==> config.mk <==
export PLATFORM = sky130hd
export DESIGN_NAME = reservation_station_flat
export DESIGN_NICKNAME = d
export VERILOG_FILES = /design/src/rtl/tomasulo_pkg.sv /design/src/rtl/reservation_station_if.sv /design/src/rtl/rs_select.sv /design/src/rtl/reservation_station.sv /design/src/flat_wrapper.sv
export SDC_FILE = /design/constraint.sdc
export NUM_CORES = 1
export LEC_CHECK = 0
export ABC_AREA = 1
export BUFFER_PORTS_ARGS = -buffer_cell sky130_fd_sc_hd__clkbuf_2
export CORE_ASPECT_RATIO = 1.25
export CORE_MARGIN = 4
export CORE_UTILIZATION = 30
export CTS_CLUSTER_SIZE = 24
export DETAILED_ROUTE_END_ITERATION = 10
export GPL_TIMING_DRIVEN = 0
export PLACE_DENSITY = 0.47
export SKIP_CTS_REPAIR_TIMING = 1
export SYNTH_ARGS = -nofsm -noshare
export SYNTH_HDL_FRONTEND = slang
export SYNTH_HIERARCHICAL = 1
export SYNTH_SLANG_ARGS = --single-unit
==> constraint.sdc <==
create_clock -name clk1 -period 6.7 [get_ports clk1]
set_input_delay 0.335 -clock clk1 [delete_from_list [all_inputs] [get_ports clk1]]
set_output_delay 0.335 -clock clk1 [all_outputs]
set_load 0.005 [all_outputs]
==> src/rtl/tomasulo_pkg.sv <==
// Shared Tomasulo core types: datapath widths, func encodings and the operand record.
// Also holds the CDB snoop helper used by both issue bypass and wakeup.
package tomasulo_pkg;

    localparam int DW = 8;
    localparam int TW = 3;
    localparam int FW = 4;
    localparam int RW = 4;

    typedef enum logic [FW-1:0] {
        FUNC_ADD = 4'd0,
        FUNC_SUB = 4'd1,
        FUNC_MUL = 4'd2,
        FUNC_DIV = 4'd3,
        FUNC_LD  = 4'd4,
        FUNC_ST  = 4'd5
    } func_e;

    typedef struct packed {
        logic          rdy;
        logic [DW-1:0] val;
        logic [TW-1:0] tag;
    } opnd_t;

    typedef struct packed {
        logic          busy;
        logic [FW-1:0] func;
        logic [RW-1:0] rd;
        logic [TW-1:0] rob;
        opnd_t         rs1;
        opnd_t         rs2;
    } entry_t;

    // A waiting operand whose producer tag is on the CDB takes the broadcast value.
    function automatic opnd_t snoop(input opnd_t op, input logic cdb_vld,
                                    input logic [TW-1:0] cdb_tag, input logic [DW-1:0] cdb_dat);
        opnd_t r;
        r = op;
        if (!op.rdy && cdb_vld && (op.tag == cdb_tag)) begin
            r.rdy = 1'b1;
            r.val = cdb_dat;
        end
        return r;
    endfunction

endpackage

==> src/rtl/reservation_station_if.sv <==
// Issue, CDB and dispatch bundle of the reservation station; master drives issue/CDB/ex_ready.
// slave is the station itself: it returns iss_ready and the dispatch valid/payload.
interface reservation_station_if #(
    parameter int DEPTH = 4
);
    import tomasulo_pkg::*;

    localparam int CW = $clog2(DEPTH) + 1;

    logic          iss_valid;
    logic          iss_ready;
    logic [FW-1:0] iss_func;
    logic [RW-1:0] iss_rd;
    logic [TW-1:0] iss_rob;
    logic          iss_rs1_rdy;
    logic [DW-1:0] iss_rs1_val;
    logic [TW-1:0] iss_rs1_tag;
    logic          iss_rs2_rdy;
    logic [DW-1:0] iss_rs2_val;
    logic [TW-1:0] iss_rs2_tag;
    logic          cdb_valid;
    logic [TW-1:0] cdb_tag;
    logic [DW-1:0] cdb_data;
    logic          ex_valid;
    logic          ex_ready;
    logic [DW-1:0] rs1_data;
    logic [DW-1:0] rs2_data;
    logic [FW-1:0] func;
    logic [TW-1:0] rob_ind;
    logic [RW-1:0] rd;
    logic [CW-1:0] occupancy;

    modport master (
        output iss_valid, iss_func, iss_rd, iss_rob,
               iss_rs1_rdy, iss_rs1_val, iss_rs1_tag,
               iss_rs2_rdy, iss_rs2_val, iss_rs2_tag,
               cdb_valid, cdb_tag, cdb_data, ex_ready,
        input  iss_ready, ex_valid, rs1_data, rs2_data, func, rob_ind, rd, occupancy
    );

    modport slave (
        input  iss_valid, iss_func, iss_rd, iss_rob,
               iss_rs1_rdy, iss_rs1_val, iss_rs1_tag,
               iss_rs2_rdy, iss_rs2_val, iss_rs2_tag,
               cdb_valid, cdb_tag, cdb_data, ex_ready,
        output iss_ready, ex_valid, rs1_data, rs2_data, func, rob_ind, rd, occupancy
    );

endinterface

==> src/rtl/rs_select.sv <==
// Oldest-eligible picker: one-hot grant of the eligible entry no other eligible entry predates.
// Purely combinational; i_older[j][i] set means entry j was issued before entry i.
module rs_select #(
    parameter int DEPTH = 4
) (
    input  logic [DEPTH-1:0]            i_elig,
    input  logic [DEPTH-1:0][DEPTH-1:0] i_older,
    output logic [DEPTH-1:0]            o_gnt,
    output logic                        o_any
);

    logic [DEPTH-1:0] w_blk;

    always_comb begin
        w_blk = '0;
        o_gnt = '0;
        for (int i = 0; i < DEPTH; i++) begin
            for (int j = 0; j < DEPTH; j++) begin
                w_blk[i] = w_blk[i] | (i_elig[j] & i_older[j][i]);
            end
            o_gnt[i] = i_elig[i] & ~w_blk[i];
        end
    end

    assign o_any = |i_elig;

endmodule

==> src/rtl/reservation_station.sv <==
// Holds issued ops until both operands are known, wakes them from the CDB, dispatches oldest-ready.
// Dispatch one cycle after operands complete; a presented op is held stable until ex_ready.
module reservation_station
    import tomasulo_pkg::*;
#(
    parameter int DEPTH = 4
) (
    input  logic                 clk1,
    input  logic                 rst,
    input  logic                 flush,
    reservation_station_if.slave rs_if
);

    localparam int CW = $clog2(DEPTH) + 1;

    entry_t                      r_ent [DEPTH];
    logic [DEPTH-1:0][DEPTH-1:0] r_older;
    logic [CW-1:0]               r_occ;
    logic                        r_hold;
    logic [DEPTH-1:0]            r_hold_gnt;

    logic [DEPTH-1:0] w_elig;
    logic [DEPTH-1:0] w_pick_gnt;
    logic [DEPTH-1:0] w_gnt;
    logic [DEPTH-1:0] w_free_gnt;
    logic             w_found;
    logic             w_any;
    logic             w_ex_valid;
    logic             w_iss_acc;
    logic             w_disp_acc;
    opnd_t            w_iss_rs1;
    opnd_t            w_iss_rs2;
    entry_t           w_new;
    logic [DW-1:0]    w_rs1;
    logic [DW-1:0]    w_rs2;
    logic [FW-1:0]    w_func;
    logic [TW-1:0]    w_rob;
    logic [RW-1:0]    w_rd;

    always_comb begin
        w_elig = '0;
        for (int i = 0; i < DEPTH; i++) begin
            w_elig[i] = r_ent[i].busy & r_ent[i].rs1.rdy & r_ent[i].rs2.rdy;
        end
    end

    rs_select #(.DEPTH(DEPTH)) u_select (
        .i_elig  (w_elig),
        .i_older (r_older),
        .o_gnt   (w_pick_gnt),
        .o_any   (w_any)
    );

    // A presented-but-unaccepted entry keeps the grant even if an older one wakes up.
    assign w_gnt      = r_hold ? r_hold_gnt : w_pick_gnt;
    assign w_ex_valid = r_hold | w_any;
    assign w_iss_acc  = rs_if.iss_valid & rs_if.iss_ready;
    assign w_disp_acc = w_ex_valid & rs_if.ex_ready;

    always_comb begin
        w_free_gnt = '0;
        w_found    = 1'b0;
        for (int i = 0; i < DEPTH; i++) begin
            if (!r_ent[i].busy && !w_found) begin
                w_free_gnt[i] = 1'b1;
                w_found       = 1'b1;
            end
        end
    end

    assign w_iss_rs1 = {rs_if.iss_rs1_rdy, rs_if.iss_rs1_val, rs_if.iss_rs1_tag};
    assign w_iss_rs2 = {rs_if.iss_rs2_rdy, rs_if.iss_rs2_val, rs_if.iss_rs2_tag};

    always_comb begin
        w_new      = '0;
        w_new.busy = 1'b1;
        w_new.func = rs_if.iss_func;
        w_new.rd   = rs_if.iss_rd;
        w_new.rob  = rs_if.iss_rob;
        w_new.rs1  = snoop(w_iss_rs1, rs_if.cdb_valid, rs_if.cdb_tag, rs_if.cdb_data);
        w_new.rs2  = snoop(w_iss_rs2, rs_if.cdb_valid, rs_if.cdb_tag, rs_if.cdb_data);
    end

    always_comb begin
        w_rs1  = '0;
        w_rs2  = '0;
        w_func = '0;
        w_rob  = '0;
        w_rd   = '0;
        for (int i = 0; i < DEPTH; i++) begin
            w_rs1  = w_rs1  | ({DW{w_gnt[i]}} & r_ent[i].rs1.val);
            w_rs2  = w_rs2  | ({DW{w_gnt[i]}} & r_ent[i].rs2.val);
            w_func = w_func | ({FW{w_gnt[i]}} & r_ent[i].func);
            w_rob  = w_rob  | ({TW{w_gnt[i]}} & r_ent[i].rob);
            w_rd   = w_rd   | ({RW{w_gnt[i]}} & r_ent[i].rd);
        end
    end

    always_ff @(posedge clk1) begin
        if (rst || flush) begin
            for (int i = 0; i < DEPTH; i++) begin
                r_ent[i] <= '0;
            end
            r_older    <= '0;
            r_occ      <= '0;
            r_hold     <= 1'b0;
            r_hold_gnt <= '0;
        end else begin
            for (int i = 0; i < DEPTH; i++) begin
                if (r_ent[i].busy) begin
                    r_ent[i].rs1 <= snoop(r_ent[i].rs1, rs_if.cdb_valid, rs_if.cdb_tag, rs_if.cdb_data);
                    r_ent[i].rs2 <= snoop(r_ent[i].rs2, rs_if.cdb_valid, rs_if.cdb_tag, rs_if.cdb_data);
                end
                if (w_disp_acc && w_gnt[i]) begin
                    r_ent[i].busy <= 1'b0;
                end
                // New entry is younger than everything; the row clear also keeps the diagonal 0.
                if (w_iss_acc && w_free_gnt[i]) begin
                    r_ent[i] <= w_new;
                    for (int j = 0; j < DEPTH; j++) begin
                        r_older[j][i] <= 1'b1;
                    end
                    for (int j = 0; j < DEPTH; j++) begin
                        r_older[i][j] <= 1'b0;
                    end
                end
            end
            r_occ      <= r_occ + CW'(w_iss_acc) - CW'(w_disp_acc);
            r_hold     <= w_ex_valid & ~rs_if.ex_ready;
            r_hold_gnt <= w_gnt;
        end
    end

    assign rs_if.iss_ready = (r_occ < CW'(DEPTH));
    assign rs_if.ex_valid  = w_ex_valid;
    assign rs_if.rs1_data  = w_rs1;
    assign rs_if.rs2_data  = w_rs2;
    assign rs_if.func      = w_func;
    assign rs_if.rob_ind   = w_rob;
    assign rs_if.rd        = w_rd;
    assign rs_if.occupancy = r_occ;

endmodule
==> src/flat_wrapper.sv <==
// flat-port wrapper written by rule: the top's interface ports become plain ports
module reservation_station_flat import tomasulo_pkg::*;
#(
    parameter int DEPTH = 4
)
  (clk1, rst, flush, rs_if_iss_valid, rs_if_iss_func, rs_if_iss_rd, rs_if_iss_rob, rs_if_iss_rs1_rdy, rs_if_iss_rs1_val, rs_if_iss_rs1_tag, rs_if_iss_rs2_rdy, rs_if_iss_rs2_val, rs_if_iss_rs2_tag, rs_if_cdb_valid, rs_if_cdb_tag, rs_if_cdb_data, rs_if_ex_ready, rs_if_iss_ready, rs_if_ex_valid, rs_if_rs1_data, rs_if_rs2_data, rs_if_func, rs_if_rob_ind, rs_if_rd, rs_if_occupancy);
  reservation_station_if #(.DEPTH(DEPTH)) rs_if_i ();
  input  logic clk1;
  input  logic rst;
  input  logic flush;
  input wire logic [$bits(rs_if_i.iss_valid)-1:0] rs_if_iss_valid;
  input wire logic [$bits(rs_if_i.iss_func)-1:0] rs_if_iss_func;
  input wire logic [$bits(rs_if_i.iss_rd)-1:0] rs_if_iss_rd;
  input wire logic [$bits(rs_if_i.iss_rob)-1:0] rs_if_iss_rob;
  input wire logic [$bits(rs_if_i.iss_rs1_rdy)-1:0] rs_if_iss_rs1_rdy;
  input wire logic [$bits(rs_if_i.iss_rs1_val)-1:0] rs_if_iss_rs1_val;
  input wire logic [$bits(rs_if_i.iss_rs1_tag)-1:0] rs_if_iss_rs1_tag;
  input wire logic [$bits(rs_if_i.iss_rs2_rdy)-1:0] rs_if_iss_rs2_rdy;
  input wire logic [$bits(rs_if_i.iss_rs2_val)-1:0] rs_if_iss_rs2_val;
  input wire logic [$bits(rs_if_i.iss_rs2_tag)-1:0] rs_if_iss_rs2_tag;
  input wire logic [$bits(rs_if_i.cdb_valid)-1:0] rs_if_cdb_valid;
  input wire logic [$bits(rs_if_i.cdb_tag)-1:0] rs_if_cdb_tag;
  input wire logic [$bits(rs_if_i.cdb_data)-1:0] rs_if_cdb_data;
  input wire logic [$bits(rs_if_i.ex_ready)-1:0] rs_if_ex_ready;
  output wire logic [$bits(rs_if_i.iss_ready)-1:0] rs_if_iss_ready;
  output wire logic [$bits(rs_if_i.ex_valid)-1:0] rs_if_ex_valid;
  output wire logic [$bits(rs_if_i.rs1_data)-1:0] rs_if_rs1_data;
  output wire logic [$bits(rs_if_i.rs2_data)-1:0] rs_if_rs2_data;
  output wire logic [$bits(rs_if_i.func)-1:0] rs_if_func;
  output wire logic [$bits(rs_if_i.rob_ind)-1:0] rs_if_rob_ind;
  output wire logic [$bits(rs_if_i.rd)-1:0] rs_if_rd;
  output wire logic [$bits(rs_if_i.occupancy)-1:0] rs_if_occupancy;
  assign rs_if_i.iss_valid = rs_if_iss_valid;
  assign rs_if_i.iss_func = rs_if_iss_func;
  assign rs_if_i.iss_rd = rs_if_iss_rd;
  assign rs_if_i.iss_rob = rs_if_iss_rob;
  assign rs_if_i.iss_rs1_rdy = rs_if_iss_rs1_rdy;
  assign rs_if_i.iss_rs1_val = rs_if_iss_rs1_val;
  assign rs_if_i.iss_rs1_tag = rs_if_iss_rs1_tag;
  assign rs_if_i.iss_rs2_rdy = rs_if_iss_rs2_rdy;
  assign rs_if_i.iss_rs2_val = rs_if_iss_rs2_val;
  assign rs_if_i.iss_rs2_tag = rs_if_iss_rs2_tag;
  assign rs_if_i.cdb_valid = rs_if_cdb_valid;
  assign rs_if_i.cdb_tag = rs_if_cdb_tag;
  assign rs_if_i.cdb_data = rs_if_cdb_data;
  assign rs_if_i.ex_ready = rs_if_ex_ready;
  assign rs_if_iss_ready = rs_if_i.iss_ready;
  assign rs_if_ex_valid = rs_if_i.ex_valid;
  assign rs_if_rs1_data = rs_if_i.rs1_data;
  assign rs_if_rs2_data = rs_if_i.rs2_data;
  assign rs_if_func = rs_if_i.func;
  assign rs_if_rob_ind = rs_if_i.rob_ind;
  assign rs_if_rd = rs_if_i.rd;
  assign rs_if_occupancy = rs_if_i.occupancy;
  reservation_station #(.DEPTH(DEPTH)) u_core (.clk1(clk1), .rst(rst), .flush(flush), .rs_if(rs_if_i));
endmodule
After elaboration in Yosys (flattened, before gate mapping)
Memories as Yosys holds them, arrays and structs flattened. Cells that the tools add are included.

Memories: 1. Input port bits: 52. Bits in writable memories: 144. Flip-flop bits (word level): 20. Memory bits (read-only): 0. Output and inout port bits: 32. Word-level logic and storage cells: 300. Bits in latches: 0.

Memories: u_core.r_ent (words 4, width 36, rd ports 4, clocked after Yosys merged registers in 0, write ports 4, line reservation_station.sv:16) `entry_t r_ent [DEPTH];`.

Divide/modulo/power cells: 0. Bitwise operators: 104. Multiply operators: 0. Reductions and logical operators: 57. Equality and inequality tests: 10. Shifts and indexed selects: 0. $add $sub $neg: 2. Multiplexer cells: 110. Order comparisons: 1.

Operator list (count): 9-bit 2-to-1 mux (26); 12-bit 2-to-1 mux (16); 8-bit bitwise AND (8); 1-bit 2-to-1 mux (60); 8-bit OR (6); 11-bit 2-to-1 mux (4); 1-bit OR (37); 4-bit bitwise AND (8); 1-bit logical AND (31); 3-bit == test (10); 1-bit bitwise AND (27); 4-bit OR (6); 1-bit zero test (15); 3-bit bitwise AND (4); 4-bit 2-to-1 mux (3); 2-bit nonzero test (6); 3-bit OR (3); 2-bit OR reduction (3); 5-bit 2-to-1 mux (1); 1-bit inverter (5); 4-bit OR reduction (1); 3-bit by 1-bit adder with 3-bit output (1); 3-bit less-than comparator (second input constant) (1); 3-bit by 1-bit subtractor with 3-bit output (1); 1-bit logical OR (1).

Logic depth before layout (Yosys ltp)
An unclocked memory read counts as a cell.

Word-level depth: 15. Gate-level depth with buffers: 14. Mapped depth without buffers: 14.

Modules after synthesis
Netlist, hierarchy kept.

Modules (own cells, without submodules): reservation_station (times used 1, area each 7845.0 sq um, cells an instance 833); rs_select (times used 1, area each 121.4 sq um, cells an instance 31).

Worst setup path before layout
Ideal clock, no wire load.

Kind: register to register. Start: memory u_core/r_ent[0][35] in the netlist's numbering. End: register u_core.r_occ[2] (netlist: u_core/rs_if.occupancy[2]). Cell stages (with the launch flop): 15. Path buffers: 0. Data arrival time: 2460 ps. Setup slack: 4117 ps. Cell sequence: edfxtp_1 > inv_1 > nor3_1 > nor2_1 > nand2_1 > nor2_1 > nor2_1 > ha_1 > inv_1 > ha_1 > inv_1 > fa_1 > xor2_1 > o21ai_0 > a21oi_1.

RTL lines: from (decl) (line reservation_station.sv:16); to (signal assigned) (line reservation_station.sv:128) `r_occ <= r_occ + CW'(w_iss_acc) - CW'(w_disp_acc);`; to (decl) (line reservation_station.sv:18) `logic [CW-1:0] r_occ;`.

==> impl_metrics.py <==
metrics = {
    "logic_synthesis": {
        "ys_types": 33,
        "postSynthRegisterBits": 164,
        "synth_xor_area_share_pct": 2.64,
        "synthCells": 864,
        "synthMuxAreaShare_pct": 0,
        "syn_area_um2": 7970,
        "synth_compound_area_share_pct": 5.76,
        "yosys.area_share.simple_pct": 24.7,
        "yosysSeqAreaShare_pct": 59.3,
        "yosysWarningCount": 6,
        "synthAdderAreaFrac_pct": 0.565,
        "syn_avg_cell_area_um2": 9.22,
        "synth_top_family_by_area": "simple AND/OR/NAND/NOR gates",
    },
    "critical_path": {
        "crit_chain": "inv_1 -> nor3_1 -> nand3_1 -> nor2_1 -> or2_2 -> nand2_1 -> inv_2 -> clkbuf_1 -> nand2_1 -> nand4_1 -> clkbuf_2",
        "cp-start-kind": "flop",
        "path_class": "flop to primary output",
        "crit_family": "simple AND/OR/NAND/NOR gates",
        "cpPeakStageDelay_ps": 600,
        "required_ps": 6360,
        "end_kind": "primary output",
        "critPathArrivalTime_ps": 3280,
        "cpMostUsedCell": "nand2_1",
        "slowest_stage": "nor3_1",
        "critPathBufInv": 4,
        "critical_path.max_fanout": 10,
    },
    "drt": {
        "dr.pass1.iters": 5,
        "routed_wl_um": 24400,
        "routed_via_density": 4.78,
        "drcViolationCount": 0,
        "routedWlPerCell_um": 18.3,
        "ant_nets": 0,
        "via_count": 6355,
        "drtIter0Drc": 549,
    },
    "power_and_ir_drop": {
        "peakVddDrop_mv": 0.181,
        "netSwitchingPower_mw": 0.564,
        "p_comb_share_pct": 7.5,
        "p_sw_share_pct": 24.0,
        "p_clk_share_pct": 41.9,
        "p_leak_nw": 4.19,
        "p_int_mw": 1.78,
        "power-per-cell-area_nw_per_um2": 247,
        "p_seq_share_pct": 50.5,
    },
    "timing": {
        "final_hold_viol_count": 0,
        "worst_pin_slew_ps": 942,
        "setup_tns_ps": 0,
        "finalCritPeriodShare_pct": 53.9,
        "fmax_ghz": 0.277,
        "setup_viol": 0,
        "period_needed_ps": 3610,
        "relSlewSlack_pct": 36.8,
        "report.final.slew_viol_count": 0,
        "finalClockSkew_ps": 12.4,
        "rsz0062_at_grt": "no",
    },
    "finish": {
        "drive_gt1_share_pct": 18.4,
        "antennaDiodeCount": 0,
        "fin_nets": 1031,
        "layout_common_cells": "248 x nand2_1, 144 x edfxtp_1, 88 x nor2_1, 87 x inv_1, 82 x clkbuf_2",
        "syn2layout_area_growth_pct": 19.3,
        "final_area_um2": 9510,
        "fill_cells": 2712,
        "final_common_cell": "nand2_1",
    },
    "die": {
        "num_rows": 66,
        "core_um2": 26100,
        "die-area_um2": 29200,
        "initial_core_util_pct": 30.5,
        "io_pins": 84,
        "fp.dieW_um": 154,
        "die_h_um": 190,
    },
    "placement": {
        "placedInstanceArea_um2": 8910,
        "io_buffers": 82,
        "gp_congestion": 0.847,
        "post-dp-hpwl_um": 17400,
    },
    "global_route": {
        "overflow": 0,
        "grt.total_usage_pct": 16.8,
        "grt_pass1_vias": 6179,
        "grt_first_pass_wirelength_um": 36400,
        "grt_max_degree": 17,
        "grt_antenna_before_repair": 0,
    },
    "run": {
        "cap_violations": 0,
    },
    "clock_network": {
        "worstSkewPairLatency_ps": 430,
        "cts_tree": "built",
        "clock_sinks": 164,
        "ctsLongestPathBuffers": 2,
        "clkTransAtPathRegs_ps": 70,
        "htreeDepth": 4,
        "cts_root_buffer": "clkbuf_16",
        "cts_inserted_buffers": 17,
    },
    "worst_hold_path": {
        "hold_path_class": "primary input to flop",
    },
    "outcome": {
        "status": "finished, final reports clean",
    },
}
[state kept, by name, summed over array words and instances (netlist names)]
signal	cells
u_core/r_ent	144
u_core/r_hold	1
u_core/r_hold_gnt	4
u_core/r_older	12
u_core/rs_if.occupancy	3
[worst register-to-register path, delay by kind of cell (launching register included)]
| kind | cells | cell delay, ps |
|---|---|---|
| AOI/OAI and AO/OA | 2 | 200 |
| xor gates and xnor gates | 1 | 160 |
| adders and majority gates | 3 | 850 |
| buffers and inverters | 3 | 230 |
| DFF | 1 | 440 |
| and+or+nand+nor | 5 | 1310 |
[logic make-up (layout without fill, tap and decap cells)]
| kind of cell | after synthesis | after routing |
|---|---|---|
| AND/OR/NAND/NOR | 456 | 456 |
| flip-flops | 164 | 164 |
| buffers and inverters | 128 | 250 |
| AO/OA/AOI/OAI | 88 | 88 |
| XOR/XNOR | 24 | 24 |
| adder cells (fa/ha/maj) | 3 | 3 |
| other | 1 | 4 |
[power by group through the flow]
stage | clock network [mW] | logic, mW | registers, mW
2_1_floorplan | 0 | 0.0985 | 1.20
3_3_place_gp | 0 | 0.170 | 1.21
3_5_place_dp | 0 | 0.178 | 1.21
4_1_cts | 1.01 | 0.178 | 1.18
5_1_grt | 1.05 | 0.195 | 1.19
6_report | 0.983 | 0.177 | 1.18
[stage by stage]
stage	hold slack (ps)	power (mW)	instances	utilization, %	setup slack (ps)
finish	91.9	2.34	1329	36.4	3090
CTS	74.5	2.37	1329	36.4	3080
global placement	431	1.38	1289	33.8	3370
detailed placement	432	1.38	1297	34.2	3400
global route	84.8	2.43	1329	36.4	2750
floorplan	414	1.30	867	-	4120
[per-layer routing]
metal  wire, um  share of wire (%)  global-route usage [%]  vias to the layer above
met5          0                  0                       0                        -
met4        521                2.1                    5.95                        0
met3       1270                5.2                    2.91                       32
met2      12100                 50                    28.6                      218
met1      10500                 43                    21.7                     3014
li1           -                  -                       -                     3091
[worst paths after layout]
path                             from                   endpoint  slack (ps)  depth (start not counted)
hold reg to reg     u_core/r_older[9]          u_core/r_older[9]         450                          2
hold / removal         rs_if_ex_ready              u_core/r_hold          90                          2
setup reg to reg  u_core/r_ent[2][35]  u_core/rs_if.occupancy[2]        3410                         14
setup / recovery  u_core/r_ent[0][35]          rs_if_rs2_data[5]        3090                         11
[cells in the mapped netlist]
cell type  number  share of area (%)
or2_2           9               0.71
xor2_1         14                1.5
nor2_1         88                4.1
a21oi_2         1               0.11
nor2_4          4               0.57
nand4_1        31                2.4
nand2_1       248                 12
buf_4           4               0.38
ha_1            2               0.31
fa_1            1               0.25
buf_2           9               0.57
clkbuf_1       10               0.47
inv_4           1              0.079
conb_1          1              0.047
or2_1           1              0.079
nand3_2         1               0.13
buf_6           6               0.85
nand2_2         3               0.24
nand3_1        58                3.6
o21ai_1        14               0.88
nor2_8          1               0.25
nor2_2          5               0.39
o21ai_0        28                1.8
a21oi_1        39                2.5
dfxtp_1        20                5.0
o31ai_1         6               0.57
and3_1          1              0.079
xnor2_1        10                1.1
inv_1          87                4.1
buf_1           1              0.047
edfxtp_1      144                 54
inv_2          10               0.47
nor3_1          6               0.38
[area by class of cell]
cell class | instances | area (um2) | share of cell area, %
flip-flops and latches | 164 | 4720 | 49.7
multi-input cells | 575 | 2730 | 28.7
repair buffers | 90 | 482 | 5.07
clock buffers | 18 | 439 | 4.62
well taps | 340 | 425 | 4.48
inverters | 98 | 370 | 3.90
plain buffers | 30 | 184 | 1.93
clock inverters | 14 | 151 | 1.59
No activity file was read; power rests on OpenSTA's default activity.
